<file path="config.mk">
export PLATFORM = sky130hd
export DESIGN_NAME = aq_axi_sdma64_rd_burst
export DESIGN_NICKNAME = d
export VERILOG_FILES = /design/src/rtl/aq_axi_sdma64_rd_burst.sv
export SDC_FILE = /design/constraint.sdc
export NUM_CORES = 1
export LEC_CHECK = 0
export CORE_MARGIN = 4
export CORE_UTILIZATION = 30
export CTS_CLUSTER_DIAMETER = 80
export DETAILED_ROUTE_END_ITERATION = 7
export GPL_ROUTABILITY_DRIVEN = 0
export PLACE_DENSITY = 0.67
export SLEW_MARGIN = 5
export SYNTH_ARGS = -nofsm -noshare
export SYNTH_HDL_FRONTEND = slang
export SYNTH_SLANG_ARGS = --single-unit
</file>
<file path="constraint.sdc">
create_clock -name FIFO_WR_CLK -period 4.1 [get_ports FIFO_WR_CLK]
set_input_delay 0.41 -clock FIFO_WR_CLK [delete_from_list [all_inputs] [get_ports FIFO_WR_CLK]]
set_output_delay 0.41 -clock FIFO_WR_CLK [all_outputs]
set_load 0.05 [all_outputs]
</file>
<file path="src/rtl/aq_axi_sdma64_rd_burst.sv">
// AXI4 read master splitting one DMA command into 4 KB-safe INCR bursts and pushing beats into the SDMA64 FIFO.
// Optional build macro AQ_SDMA64_RRESP_CHK_EN: RRESP[1] on a pushed beat sets CMD_ERR and stops further bursts.
module aq_axi_sdma64_rd_burst #(
   parameter int ADRS_WIDTH = 32,
   parameter int LEN_WIDTH  = 24,
   parameter int BURST_MAX  = 16
) (
   input  logic                  FIFO_WR_CLK,
   input  logic                  RST_N,
   input  logic                  CMD_REQ,
   input  logic [ADRS_WIDTH-1:0] CMD_ADRS,
   input  logic [LEN_WIDTH-1:0]  CMD_LEN,
   output logic                  CMD_BUSY,
   output logic                  CMD_DONE,
   output logic                  CMD_ERR,
   output logic [ADRS_WIDTH-1:0] M_AXI_ARADDR,
   output logic [7:0]            M_AXI_ARLEN,
   output logic [2:0]            M_AXI_ARSIZE,
   output logic [1:0]            M_AXI_ARBURST,
   output logic                  M_AXI_ARVALID,
   input  logic                  M_AXI_ARREADY,
   input  logic [63:0]           M_AXI_RDATA,
   input  logic [1:0]            M_AXI_RRESP,
   input  logic                  M_AXI_RLAST,
   input  logic                  M_AXI_RVALID,
   output logic                  M_AXI_RREADY,
   output logic                  FIFO_WR_ENA,
   output logic [63:0]           FIFO_WR_DATA,
   output logic                  FIFO_WR_LAST,
   input  logic                  FIFO_WR_FULL,
   input  logic                  FIFO_WR_ALM_FULL
);

   localparam int CW = (LEN_WIDTH > 10) ? LEN_WIDTH : 10;
   localparam logic [9:0] BMAX = 10'(BURST_MAX);

   typedef enum logic [2:0] {IDLE, CALC, ARREQ, DATA, DONE} state_t;
   state_t state, state_nxt;

   logic [ADRS_WIDTH-1:0] adrs, adrs_nxt;
   logic [LEN_WIDTH-1:0]  rem, rem_nxt;
   logic [8:0]            blen, blen_c, cnt;
   logic [9:0]            room, lim;
   logic                  arvalid, busy, done;
   logic                  rready, push, last_beat;
   logic                  err, err_hit;
   logic                  unused_ok;

   // Burst length limited by remaining beats, BURST_MAX and distance to the next 4 KB page.
   always_comb begin
      room     = 10'd512 - {1'b0, adrs[11:3]};
      lim      = (room < BMAX) ? room : BMAX;
      blen_c   = (CW'(rem) < CW'(lim)) ? 9'(rem) : 9'(lim);
      rem_nxt  = rem - LEN_WIDTH'(blen);
      adrs_nxt = adrs + ADRS_WIDTH'({blen, 3'b000});
   end

`ifdef AQ_SDMA64_RRESP_CHK_EN
   always_ff @(posedge FIFO_WR_CLK or negedge RST_N) begin
      if (!RST_N)                       err <= 1'b0;
      else if (state == IDLE && CMD_REQ) err <= 1'b0;
      else if (push && M_AXI_RRESP[1])  err <= 1'b1;
   end
   assign err_hit   = err | (push & M_AXI_RRESP[1]);
   assign unused_ok = ^{M_AXI_RLAST, M_AXI_RRESP[0], CMD_ADRS[2:0]};
`else
   assign err       = 1'b0;
   assign err_hit   = 1'b0;
   assign unused_ok = ^{M_AXI_RLAST, M_AXI_RRESP, CMD_ADRS[2:0]};
`endif

   always_ff @(posedge FIFO_WR_CLK or negedge RST_N) begin
      if (!RST_N) state <= IDLE;
      else        state <= state_nxt;
   end

   always_comb begin
      state_nxt = state;
      unique case (state)
         IDLE:  if (CMD_REQ) state_nxt = (CMD_LEN == '0) ? DONE : CALC;
         CALC:  state_nxt = ARREQ;
         ARREQ: if (arvalid && M_AXI_ARREADY) state_nxt = DATA;
         DATA:  if (last_beat) state_nxt = (err_hit || rem_nxt == '0) ? DONE : CALC;
         DONE:  state_nxt = IDLE;
         default: state_nxt = IDLE;
      endcase
   end

   always_comb begin
      rready    = (state == DATA) && !FIFO_WR_FULL;
      push      = M_AXI_RVALID && rready;
      last_beat = push && (cnt == 9'd1);
   end

   always_ff @(posedge FIFO_WR_CLK or negedge RST_N) begin
      if (!RST_N) begin
         adrs    <= '0;
         rem     <= '0;
         blen    <= '0;
         cnt     <= '0;
         arvalid <= 1'b0;
         busy    <= 1'b0;
         done    <= 1'b0;
      end else begin
         done <= (state == DONE);
         unique case (state)
            IDLE: if (CMD_REQ) begin
               adrs <= {CMD_ADRS[ADRS_WIDTH-1:3], 3'b000};
               rem  <= CMD_LEN;
               busy <= 1'b1;
            end
            CALC: begin
               blen    <= blen_c;
               cnt     <= blen_c;
               arvalid <= !FIFO_WR_ALM_FULL;
            end
            // Once raised, ARVALID only falls on the handshake, whatever ALM_FULL does.
            ARREQ: arvalid <= arvalid ? !M_AXI_ARREADY : !FIFO_WR_ALM_FULL;
            DATA: if (push) begin
               cnt <= cnt - 9'd1;
               if (last_beat) begin
                  adrs <= adrs_nxt;
                  rem  <= rem_nxt;
               end
            end
            DONE: busy <= 1'b0;
            default: ;
         endcase
      end
   end

   assign M_AXI_ARADDR  = adrs;
   assign M_AXI_ARLEN   = 8'(blen - 9'd1);
   assign M_AXI_ARSIZE  = 3'd3;
   assign M_AXI_ARBURST = 2'b01;
   assign M_AXI_ARVALID = arvalid;
   assign M_AXI_RREADY  = rready;
   assign FIFO_WR_ENA   = push;
   assign FIFO_WR_DATA  = M_AXI_RDATA;
   assign FIFO_WR_LAST  = last_beat;
   assign CMD_BUSY      = busy;
   assign CMD_DONE      = done;
   assign CMD_ERR       = err;

endmodule

</file>
== Word-level counts from Yosys, hierarchy flattened ==
Cells that the tools add are included.
Word-level totals
  word-level logic and storage cells: 64
  bits in registers: 80
  output and inout bits: 116
Operators by class
  reductions and logical operators: 18
  mux-type cells: 22
  equal/unequal tests: 9
  order comparisons: 2
  add/sub/neg operators: 5
Operators with widths (count)
  2-to-1 mux 32 bit: 3
  2-to-1 mux 24 bit: 3
  one-hot mux 32 bit (2 select lines): 1
  logical NOT 24 bit: 2
  one-hot mux 24 bit (2 select lines): 1
  adder 32 x 12 -> 32 bit: 1
  < comparator 24 x 10 -> 1 bit: 1
  subtractor 24 x 9 -> 24 bit: 1
  2-to-1 mux 9 bit: 2
  one-hot mux 9 bit (2 select lines): 1
  2-to-1 mux 3 bit: 5
  one-hot mux 3 bit (4 select lines): 1
  < comparator 10 x 5 -> 1 bit (second input constant): 1
  2-to-1 mux 10 bit: 1
  subtractor 10 x 9 -> 10 bit (first input constant): 1
  equality test 9 x 1 -> 1 bit (second input constant): 1
  subtractor 9 x 1 -> 9 bit (second input constant): 1
  inequality test 2 bit (second input constant): 4
  nonzero test 2 bit: 4
  subtractor 8 x 1 -> 8 bit (second input constant): 1
  equality test 3 x 2 -> 1 bit (second input constant): 2
  logical AND 1 bit: 4
  one-hot mux 1 bit (2 select lines): 2
  AND reduction 2 bit: 2
  7 further kinds: 10

== Depth between registers and ports, before layout ==
  word-level depth: 7
  depth in mapped cells: 18
  mapped depth without buffers: 16

== Worst setup path after synthesis ==
OpenSTA, ideal clock, no wires.
  path type: register -> register
  start point: register adrs[4], in the netlist M_AXI_ARADDR[4]
  end point: register cnt[3]
  slack: 0.396 ns
  required time: 3.996 ns
  cell stages (with the launch flop): 16
  path buffers: 2
  arrival: 3.600 ns
  path through: dfrtp_1 -> inv_1 -> ha_1 -> or3b_2 -> o21ai_0 -> and2_1 -> clkbuf_1 -> nand2_1 -> ha_1 -> o21a_1 -> o2111ai_1 -> a311oi_1 -> nor3_1 -> clkbuf_1 -> a21oi_1 -> a221oi_1
Between the ends
  longest elaborated chain between the ends: 6
Ends and longest elaborated chain
  start, declared: line 40  | logic [ADRS_WIDTH-1:0] adrs, adrs_nxt;
  start signal, assigned: line 108  | adrs <= {CMD_ADRS[ADRS_WIDTH-1:3], 3'b000};
  start signal, assigned: line 122  | adrs <= adrs_nxt;
  subtractor 10 x 9 -> 10 bit *: line 51  | room = 10'd512 - {1'b0, adrs[11:3]};
  < comparator 10 x 5 -> 1 bit: line 52  | lim = (room < BMAX) ? room : BMAX;
  2-to-1 mux 10 bit *: line 52
  < comparator 24 x 10 -> 1 bit: line 53  | blen_c = (CW'(rem) < CW'(lim)) ? 9'(rem) : 9'(lim);
  2-to-1 mux 9 bit *: line 53
  one-hot mux 9 bit (2 select lines) *: line 106  | unique case (state)
  end signal, assigned: line 114  | cnt <= blen_c;
  end signal, assigned: line 120  | cnt <= cnt - 9'd1;
  end, declared: line 42  | logic [8:0] blen, blen_c, cnt;
Mark *: on every way between the ends. The rest lies on a longest branch, timed or not.
A chain may end at the register's enable or synchronous reset.

== Final worst setup path ==
  start point: register adrs[4], in the netlist M_AXI_ARADDR[4]
  end point: register cnt[1]
Same word-level chain as after synthesis.

==> impl_metrics.env <==
export IMPL_status="finished clean"
export IMPL_grt_pass1_wl_um=31100
export IMPL_finalPower_mw=3.14
export IMPL_hpwlAfterDp_um=14700
export IMPL_yosysWarnings=0
export IMPL_r2r_cells=15
export IMPL_drt_total_wl_um=19600
export IMPL_yosysSeqAreaShare_pct=30.1
export IMPL_syn_to_final_growth_pct=17.7
export IMPL_port_buffers=102
export IMPL_slew_headroom_pct=49.2
export IMPL_clkPwrFrac_pct=27.8
export IMPL_timing_rr_end="cnt[1]"
export IMPL_p_leak_nw=3.10
export IMPL_worstPathMaxFanout=12
export IMPL_grt_busiest_layer="met2"
export IMPL_cts_tree="yes"
export IMPL_antenna_found_initial=0
export IMPL_hold_path_class="in -> async"
export IMPL_grt_pass1_vias=5764
export IMPL_firstDrtPassIters=4
export IMPL_syn_area_um2=6400
export IMPL_end_kind="register"
export IMPL_die_area_um2=23700
export IMPL_finalHoldViolCount=0
export IMPL_final_max_slew_viol_count=0
export IMPL_fin_crit_ps=3710
export IMPL_clk_pin_slew_ps=60
export IMPL_grt_max_degree=70
export IMPL_cts_buffers=9
export IMPL_p_sw_mw=1.24
export IMPL_synthDistinctLibCells=71
export IMPL_post_route_drc_count=0
export IMPL_grt_use_met2_pct=25.5
export IMPL_clock_skew_final_ps=7.91
export IMPL_rrSetupSlack_ps=390
export IMPL_post_route_period_util_pct=90.4
export IMPL_final_common_cell="clkdlybuf4s50_1"
export IMPL_viasPerCell=5.39
export IMPL_dieWidth_um=154
export IMPL_track_usage_pct=16.1
export IMPL_r2r_start="M_AXI_ARADDR[4]"
export IMPL_drive_gt1_share_pct=5.37
export IMPL_internal_power_mw=1.89
export IMPL_postCtsSetupBuffers=0
export IMPL_yosysTopAreaCell="dfrtp_1"
export IMPL_diodes=0
export IMPL_clkLatencyLatePin_ps=350
export IMPL_core_um2=21000
export IMPL_swShare_pct=39.7
export IMPL_cts_path_max_buffers=2
export IMPL_rows=53
export IMPL_root_buffer="clkbuf_16"
export IMPL_num_io_pins=246
export IMPL_ant_nets=0
export IMPL_use_met1_pct=21.7
export IMPL_worst_pin_slew_ps=752
export IMPL_final_cells=1131
export IMPL_syn_area_per_cell_um2=7.75
export IMPL_ir_worst_vdd_mv=0.200
export IMPL_cts_max_level=3
export IMPL_ys_ff_latch=77
export IMPL_tns_ps=0
export IMPL_die_h_um=154
export IMPL_fmax_ghz=0.270
export IMPL_grtUsageMet3_pct=4.31
export IMPL_clock_sinks=77
export IMPL_final_cell_mix="clkdlybuf4s50_1, nand2_1, nor2_1"
export IMPL_grt_overflow=0
export IMPL_setup_viol=0
export IMPL_synth_edf_count=0
export IMPL_crit_path_start_kind="register"
export IMPL_seq_power_share_pct=30.3
export IMPL_rsz0062_at_grt="no"
export IMPL_maxCapViolations=0
export IMPL_vias=6098
export IMPL_cp_data_arrival_time_ps=3940
export IMPL_post_drt_wl_per_cell_um=17.3
export IMPL_ys_async_sr_fraction_pct=100
export IMPL_synth_ff_type="dfrtp_1"
export IMPL_synthCells=826
export IMPL_first_iter_violations=357
export IMPL_initial_core_util_pct=30.5
export IMPL_path_class="reg -> reg"
export IMPL_comb_power_share_pct=41.9
export IMPL_yosys_area_top_type_share_pct=30.1
export IMPL_dp_cells=1115
export IMPL_cts_resized=0
export IMPL_fin_nets=1014
export IMPL_p_per_area_nw_per_um2=416
export IMPL_hold_buffers=0
export IMPL_yosys_top_cells_area="dfrtp_1, buf_4, a21oi_1"
export IMPL_cp_required_ps=4340
## worst max-delay path, stage by stage (launching register included)
cell and delay (ps):
dfrtp_1 430, inv_1 150, ha_1 200, or3b_2 460, o21ai_0 250, and2_1 300, nand2_1 120, ha_1 280
and3_1 160, o2111ai_1 110, a311oi_1 380, nor3_1 80, buf_4 190, mux2_2 240, nand2_1 50, a22o_1 200
## metrics by stage
step	hold WS (ps)	utilization, %	setup slack (ps)	instance area [um^2]
6_report	103	35.8	395	7540
5_1_grt	158	35.8	91.7	7540
4_1_cts	115	35.8	437	7540
3_5_place_dp	477	34.3	456	7210
3_3_place_gp	468	34.3	488	7210
2_1_floorplan	114	-	396	6450
## power by group through the flow
stage	clock network (mW)	registers, mW	logic (mW)
after global placement	0	0.958	1.28
after floorplan	0	0.974	1.06
after CTS	0.895	0.948	1.31
after detailed placement	0	0.961	1.30
final	0.873	0.951	1.31
after global routing	0.911	0.964	1.46
## Yosys cell counts (4+ instances only)
cell type  count
or3_1         10
a2bb2oi_1      4
clkbuf_1      38
a21boi_0       5
or2_2          4
and2_1         8
nand4_1        4
a211oi_1       7
o21ai_0       64
o22ai_1       11
nand2_1       85
xnor2_1       10
o21a_1         6
o22a_1         6
or4_1          6
nor3_1        23
a31oi_1       14
o211ai_1       9
nand3_1       15
inv_1         30
a21o_1         5
nor2b_1        5
nand2b_1       4
and3_1         6
buf_4         73
ha_1          31
o21bai_1       4
o31ai_1        5
nor2_1        84
a21oi_1       79
dfrtp_1       77
nor4_1        18
nor3b_1        4
xor2_1         7
o32ai_1        4
## how the worst max path moves through the flow
stage / start / end / slack, ps / cells past startpoint
finish: M_AXI_ARADDR[4] / cnt[1] / 390 / 15
global route: M_AXI_ARADDR[4] / cnt[1] / 90 / 15
CTS: M_AXI_ARADDR[4] / cnt[1] / 440 / 15
detailed placement: M_AXI_ARADDR[4] / cnt[1] / 460 / 15
global placement: M_AXI_ARADDR[4] / cnt[1] / 490 / 15
floorplan: M_AXI_ARADDR[4] / cnt[3] / 400 / 15
## flip-flops by register name (all words and copies together) (netlist names)
signal         count
state              3
CMD_DONE           1
CMD_BUSY           1
M_AXI_ARVALID      1
blen               9
M_AXI_ARADDR      29
cnt                9
rem               24
## routing by layer
metal,share of wire (%),wire length (um)
met5,0,0
met4,2.0,384
met3,7.0,1380
met2,46,8930
met1,45,8880
## cell families (layout without fill, tap and decap cells)
group / after synthesis / in the layout / share of synthesized area, %
AOI/OAI and AO/OA: 257 / 257 / 25.2
xor gates and xnor gates: 17 / 17 / 2.33
adders and majority gates: 33 / 33 / 6.68
buffers and inverters: 145 / 163 / 13.0
DFF: 77 / 77 / 30.1
muxes: 4 / 4 / 0.645
other: 2 / 14 / 0.117
and+or+nand+nor: 291 / 291 / 22.0
## final cells by class
type	instances	area [um^2]
Multi-Input combinational cell	616	3700
Clock buffer	14	284
Fill cell	2205	13500
Sequential cell	77	1930
Timing Repair Buffer	117	1130
Tap cell	275	344
Clock inverter	2	38.8
Inverter	30	113
Power figures use the tool's default switching activity.
